### src/rtl/chip8_pkg.sv
// Shared constants and types for the CHIP-8 timer block.
package chip8_pkg;

    localparam int unsigned CLK_HZ           = 4857480;
    localparam int unsigned TIMER_HZ         = 60;
    localparam int unsigned TIMER_W          = 8;
    localparam int unsigned DEFAULT_TONE_DIV = 5520;

    // Wide enough for the largest legal TONE_DIV (8191).
    localparam int unsigned TONE_CNT_W       = 13;

    typedef logic [7:0] timer_t;

endpackage

### src/rtl/chip8_countdown.sv
// One load / decrement-to-zero register, used for both DT and ST.
module chip8_countdown
    import chip8_pkg::*;
#(
    parameter int unsigned W = TIMER_W
) (
    input  logic         clk,
    input  logic         reset,
    input  logic         load,
    input  logic [W-1:0] loadVal,
    input  logic         tick,
    output logic [W-1:0] value
);

    logic [W-1:0] value_d, value_q;

    // Load beats tick; decrement saturates at zero.
    always_comb begin
        value_d = value_q;
        if (load) begin
            value_d = loadVal;
        end else if (tick && (value_q != '0)) begin
            value_d = value_q - 1'b1;
        end
    end

    // Counter state.
    always_ff @(posedge clk or posedge reset) begin
        if (reset) begin
            value_q <= '0;
        end else begin
            value_q <= value_d;
        end
    end

    assign value = value_q;

endmodule

### src/rtl/chip8_timers.sv
// CHIP-8 delay and sound timers with a square-wave beeper.
module chip8_timers
#(
    parameter int unsigned TONE_DIV = chip8_pkg::DEFAULT_TONE_DIV,
    parameter int unsigned TIMER_W  = chip8_pkg::TIMER_W
) (
    input  logic               clk,
    input  logic               reset,
    input  logic               timerClk,
    input  logic               dtWrite,
    input  logic               stWrite,
    input  logic [TIMER_W-1:0] wrData,
    output logic [TIMER_W-1:0] dtValue,
    output logic [TIMER_W-1:0] stValue,
    output logic               soundOn,
    output logic               speaker,
    output logic               timerTick
);

    import chip8_pkg::*;

    localparam logic [TONE_CNT_W-1:0] ToneLast = TONE_CNT_W'(TONE_DIV - 1);

    logic                  prev_timer_d, prev_timer_q;
    logic                  timer_tick_d, timer_tick_q;
    logic [TONE_CNT_W-1:0] tone_cnt_d, tone_cnt_q;
    logic                  speaker_d, speaker_q;
    logic                  tick;
    logic                  sound_on;

    // Rising-edge detect; prev starts high so a level already high at reset release is ignored.
    always_comb begin
        tick         = timerClk & ~prev_timer_q;
        prev_timer_d = timerClk;
        timer_tick_d = tick;
    end

    chip8_countdown #(
        .W (TIMER_W)
    ) u_dt (
        .clk     (clk),
        .reset   (reset),
        .load    (dtWrite),
        .loadVal (wrData),
        .tick    (tick),
        .value   (dtValue)
    );

    chip8_countdown #(
        .W (TIMER_W)
    ) u_st (
        .clk     (clk),
        .reset   (reset),
        .load    (stWrite),
        .loadVal (wrData),
        .tick    (tick),
        .value   (stValue)
    );

    assign sound_on = (stValue != '0);

    // Tone divider; a reload of a non-zero ST keeps the running phase.
    always_comb begin
        tone_cnt_d = tone_cnt_q;
        speaker_d  = speaker_q;
        if (!sound_on) begin
            tone_cnt_d = '0;
            speaker_d  = 1'b0;
        end else if (tone_cnt_q == ToneLast) begin
            tone_cnt_d = '0;
            speaker_d  = ~speaker_q;
        end else begin
            tone_cnt_d = tone_cnt_q + 1'b1;
        end
    end

    // Edge-detect, tick pulse and tone state.
    always_ff @(posedge clk or posedge reset) begin
        if (reset) begin
            prev_timer_q <= 1'b1;
            timer_tick_q <= 1'b0;
            tone_cnt_q   <= '0;
            speaker_q    <= 1'b0;
        end else begin
            prev_timer_q <= prev_timer_d;
            timer_tick_q <= timer_tick_d;
            tone_cnt_q   <= tone_cnt_d;
            speaker_q    <= speaker_d;
        end
    end

    assign soundOn   = sound_on;
    assign speaker   = speaker_q;
    assign timerTick = timer_tick_q;

endmodule

### config.mk
export PLATFORM = sky130hd
export DESIGN_NAME = chip8_timers
export DESIGN_NICKNAME = d
export VERILOG_FILES = /design/src/rtl/chip8_pkg.sv /design/src/rtl/chip8_countdown.sv /design/src/rtl/chip8_timers.sv
export SDC_FILE = /design/constraint.sdc
export NUM_CORES = 1
export LEC_CHECK = 0
export ABC_AREA = 0
export BUFFER_PORTS_ARGS = -buffer_cell sky130_fd_sc_hd__buf_2
export CORE_UTILIZATION = 37
export DETAILED_ROUTE_END_ITERATION = 10
export GPL_TIMING_DRIVEN = 0
export SLEW_MARGIN = 10
export SYNTH_ARGS = -nofsm -noshare
export SYNTH_HDL_FRONTEND = slang
export SYNTH_HIERARCHICAL = 1
export SYNTH_SLANG_ARGS = --single-unit
export TNS_END_PERCENT = 30
### constraint.sdc
create_clock -name clk -period 2 [get_ports clk]
set_clock_uncertainty 0.2 [all_clocks]
set_input_delay 0.4 -clock clk [delete_from_list [all_inputs] [get_ports clk]]
set_output_delay 0.4 -clock clk [all_outputs]
set_load 0.005 [all_outputs]
# --- Word level (Yosys, flattened, before mapping) ---
# Cells that the tools add are included.
totals:
  elab_cells: 28
  inputBits: 13
  reg_bits: 32
  output_inout_bits: 19
classes:
  muxes: 8
  add_sub_neg: 3
  reduce_logical: 6
  bitwise: 3
  n_eq_ne: 2
op_table:
  columns: ["op", "n"]
  rows:
  - ["$mux W8", 4]
  - ["$mux W13", 2]
  - ["$reduce_bool A8 Y1", 2]
  - ["$sub A8 B1 Y8 const B", 2]
  - ["$add A13 B1 Y13 const B", 1]
  - ["$eq A13 B13 Y1 const B", 1]
  - ["$reduce_bool A2 Y1", 2]
  - ["$logic_and A1 B1 Y1", 2]
  - ["$mux W1", 2]
  - ["$ne A2 B1 Y1 const B", 1]
  - ["$not A1 Y1", 2]
  - ["$and A1 B1 Y1", 1]

# --- Depth between registers and ports, before layout ---
depth:
  depth_word: 5
  ltp_mapped: 5
  ltp_nobuf: 5

# --- Modules after synthesis ---
# Netlist, hierarchy kept.
modules_own_cells:
  columns: ["mod", "cells_each", "instances", "seq_area_each_um2", "area_each_um2"]
  rows:
  - ["chip8_countdown", 63, 2, 200.2, 546.8]
  - ["chip8_timers", 76, 1, 401.6, 847.1]

# --- Worst setup path after synthesis ---
# No wires, ideal clock.
synth_path:
  kind: "input-to-reg"
  start: "input timerClk"
  end: "register u_dt.value_q[5] (netlist: u_dt/value[5])"
  t_arrival_ns: 1.736
  cell_stages: 4
  setup_ns: 0.120
  n_path_buf: 0
  setup_slack_ns: -0.056
  required_ns: 1.680
  path_cell_list: "nor2b_1 -> nor4b_1 -> a31oi_1 -> a41o_1"
synth_between:
  elab_chain_cells: 3
synth_lines:
  columns: ["item", "line", "text"]
  rows:
  - ["start: declaration", "chip8_timers.sv:9", "input logic timerClk,"]
  - ["$and A1 B1 Y1", "chip8_timers.sv:33", "tick = timerClk & ~prev_timer_q;"]
  - ["$logic_and A1 B1 Y1", "chip8_countdown.sv:22", "end else if (tick && (value_q != '0)) begin"]
  - ["$reduce_bool A2 Y1 (no source line)", null, null]
  - ["end signal: assignment", "chip8_countdown.sv:32", "value_q <= value_d;"]
  - ["end: declaration", "chip8_countdown.sv:15", "logic [W-1:0] value_d, value_q;"]
# No other way between the ends.
# A chain may end at the register's enable or synchronous reset.

# --- Worst setup path in the final report ---
layout_path:
  start: "register u_st.value_q[3] (netlist: u_st/value[3])"
  end: "output soundOn"
layout_between:
  elab_chain_cells: 1
layout_lines:
  columns: ["item", "line", "text"]
  rows:
  - ["start: declaration", "chip8_countdown.sv:15", null]
  - ["start signal: assignment", "chip8_countdown.sv:32", null]
  - ["$reduce_bool A8 Y1", "chip8_timers.sv:60", "assign sound_on = (stValue != '0);"]
  - ["end: declaration", "chip8_timers.sv:15", "output logic soundOn,"]
# No other way between the ends.

==> reports/metrics.csv <==
metric;value;unit
outcome;finished, violations left;
failing checks;negative setup slack;
pre-CTS worst setup slack;-323;ps
Cell Rows;25;
Pint;1.38;mW
later-pin clock latency in the skew report;290;ps
area post-placement;2180;µm²
syn_area_per_cell;9.61;µm²
Synthesized Nets;220;
Crit path required time;1400;ps
CTS tree;built;
n_diodes;0;
hpwl dp;3.39;mm
CTS Buf Count;5;
worst min-delay path category;in2reg;
Post-Synthesis Cells;202;
critical path type;reg2out;
clock sink count;32;
critical path's largest stage delay;590;ps
leakage;1.02;nW
CTS H-tree depth;2;
antenna violations before repair;0;
adder-cell share of the synthesized area;0.0322;
compound-cell area share of the yosys netlist;0.228;
core area;4880;µm²
Net Sw Frac;0.335;
Post-Synth XOR/XNOR Area;0.0135;
vias per inst;5.77;
post-route cell area;2500;µm²
slew margin rel.;0.448;
PnR worst setup slack;-248;ps
RSZ-0062 raised after global routing;yes;
area of the multi-input gates;1100;µm²
Final Util;0.513;
first-pass GRT wire length;8.36;mm
Gate power share;0.264;
Psw;0.695;mW
largest net degree at the start of global routing;17;
total grt overflow;0;
Initial Utilization;0.398;
largest family of logic cells by synthesized area;simple AND/OR/NAND/NOR gates;
CP Buf/Inv Count;2;
Total Wirelength;5.21;mm
worst-margin pin slew;821;ps
Max-Cap Viols;0;
Final Hold Viols;0;
Clock power frac;0.301;
IO Pins;32;
number of remaining DRC errors;0;
CP arrival;1650;ps
pwr dens;829;nW/µm²
Yosys Warn Count;6;
GRT Overall Usage;0.202;
Final ANT Viol Nets;0;
CP startpoint kind;register;
P&R area growth vs syn;29.1;%
number of global-route vias before repair;1740;
Die Ht;74.4;µm
Synth cell types;44;
clk buf depth;2;
CP top delay family;simple AND/OR/NAND/NOR gates;
Yosys reg bits;32;
Critical Path, Cell by Cell;or4_4 > nor2_4 > inv_2 > buf_6;
critical path fanouts, max;5;
Slew Viols, Final;0;
Tmin final;2250;ps
simple-gate area share of the yosys netlist;0.242;
CP max-delay cell;or4_4;
sequential group share of total power;0.434;
VDD IR max;0.000471;V
Reg area;808;µm²
fill count;468;
Die Span X;74.4;µm
Cell Area, Synth;1940;µm²
Reg clk slew, reported paths;70;ps
drt initial violations;117;
mux contribution to synthesized area;0.0155;
Port-buffer cells;31;
layout cells sized above 1;0.342;
sequential fraction of the synthesis area;0.413;
Final period util;1.12;
DRT Pass-1 Iters;5;
Vias;1871;
final setup fails;2;
GP Congestion;0.843;
DR WL/cell;16.1;µm
Nets;274;
Synth top area share;0.400;
full die area;5540;µm²
Root Buffer;clkbuf_8;
Synth area leader;dfrtp_1;
Max Freq;0.445;GHz
Area contributors post-synth;dfrtp_1, inv_1, o211ai_1;
nature of the critical path endpoint;primary output;
## cell usage after synthesis, drive strengths merged
| library cell | instances |
|---|---|
| nand3 | 7 |
| o311ai | 6 |
| o22ai | 1 |
| nor3b | 7 |
| a211o | 2 |
| o31ai | 4 |
| inv | 21 |
| nor4 | 5 |
| or3b | 2 |
| clkbuf | 4 |
| ha | 5 |
| or2 | 1 |
| nor3 | 6 |
| nand4 | 3 |
| a21oi | 8 |
| nor2 | 9 |
| mux2i | 3 |
| buf | 2 |
| o21ai | 7 |
| or4 | 8 |
| o211ai | 10 |
| o2111ai | 4 |
| nand4bb | 1 |
| nor2b | 3 |
| dfrtp | 31 |
| dfstp | 1 |
| a41o | 2 |
| a211oi | 6 |
| a311o | 2 |
| a31oi | 3 |
| or3 | 5 |
| xor2 | 1 |
| xnor2 | 2 |
| nand2 | 15 |
| a2111oi | 2 |
| nor4b | 2 |
| o21bai | 1 |
## stage by stage
stage | hold slack, ps | instances | total power [mW] | TNS [ps]
after floorplan | 15.7 | 202 | 1.23 | -55.6
after global placement | 213 | 300 | 1.38 | -1940
after detailed placement | 201 | 300 | 1.39 | -2130
after CTS | 3.97 | 317 | 2.06 | -480
after global routing | 156 | 324 | 2.20 | -449
final | 160 | 324 | 2.08 | -267
## power by group through the flow
| stage | Combinational, mW | Clock (mW) | Sequential, mW |
|---|---|---|---|
| global placement | 0.461 | 0 | 0.917 |
| finish | 0.549 | 0.626 | 0.902 |
| CTS | 0.517 | 0.642 | 0.897 |
| floorplan | 0.345 | 0 | 0.889 |
| global route | 0.610 | 0.669 | 0.920 |
| detailed placement | 0.471 | 0 | 0.916 |
## cells by family (layout without fill, tap and decap cells)
family                   Yosys count  count (layout)
XOR/XNOR                           3               3
buffers and inverters             27              82
multiplexers                       3               3
AO/OA/AOI/OAI                     58              58
flip-flops                        32              32
adder cells (fa/ha/maj)            5               5
AND/OR/NAND/NOR                   74              74
## sequential cells by signal (all words and copies together) (netlist names)
signal and count:
tone_cnt_q 13, u_dt/value 8, speaker 1, timerTick 1, u_st/value 8, prev_timer_q 1
## worst reg2reg max path: cells and delay by family, from the launching register on
family / cells / cell delay [ps]
AO/OA/AOI/OAI: 2 / 480
flip-flops: 1 / 480
AND/OR/NAND/NOR: 1 / 750
## layout by cell type (no fill, tap or decap), types with 4 or more instances in the layout
| cell type | netlist | layout |
|---|---|---|
| nand3_1 | 6 | 6 |
| a211oi_1 | 4 | 4 |
| or4_4 | 2 | 5 |
| o21ai_0 | 7 | 7 |
| or3_1 | 5 | 5 |
| dfrtp_1 | 31 | 26 |
| nor3_1 | 6 | 6 |
| clkbuf_1 | 4 | 5 |
| buf_4 | 1 | 14 |
| nor3b_1 | 7 | 6 |
| nand2_1 | 15 | 15 |
| a21oi_1 | 8 | 8 |
| inv_1 | 21 | 16 |
| dfrtp_2 | 0 | 5 |
| clkbuf_8 | 0 | 5 |
| o2111ai_1 | 4 | 4 |
| buf_2 | 1 | 30 |
| nor2_1 | 8 | 8 |
| o211ai_1 | 10 | 10 |
| o311ai_0 | 6 | 4 |
| o31ai_1 | 4 | 4 |
| inv_2 | 0 | 4 |
## final timing paths
path | start | endpoint | slack (ps) | cells after the start
min in group asynchronous | reset | u_st/value[0]$_DFFE_PP0P_ | 430 | 3
max reg2reg | u_st/value[2]$_DFFE_PP0P_ | u_st/value[1]$_DFFE_PP0P_ | -20 | 3
min reg2reg | tone_cnt_q[0]$_DFF_PP0_ | tone_cnt_q[0]$_DFF_PP0_ | 330 | 1
min | wrData[1] | u_st/value[1]$_DFFE_PP0P_ | 160 | 3
max | u_st/value[3]$_DFFE_PP0P_ | soundOn | -250 | 4
max in group asynchronous | reset | tone_cnt_q[1]$_DFF_PP0_ | 620 | 3
## layout make-up
type,instances,area share
buffer,5,0.00899
clock buffer,6,0.0290
clock inverter,2,0.0140
inverter,21,0.0325
multi-input combinational,143,0.439
sequential,32,0.323
tap,67,0.0335
timing repair buffer,48,0.120
## per-layer routing
layer  wire [µm]  global-route usage  vias to the layer above
li1            -                   -                      885
met1        2340               0.264                      929
met2        2620               0.331                       53
met3         205              0.0528                        4
met4          35              0.0566                        0
met5           0                   0                        -
## what timing repair did
| item | in CTS | in global routing |
|---|---|---|
| endpoints found under the hold margin | 16 | 1 |
| buffers inserted | 8 | 7 |
| cloned | 0 | 0 |
| hold buffers | 1 | 1 |
| setup endpoints to repair | 9 | 24 |
| resized for setup | 13 | 20 |
| pin swaps | 2 | 3 |
Note: power is estimated with default switching activity, not from simulation.
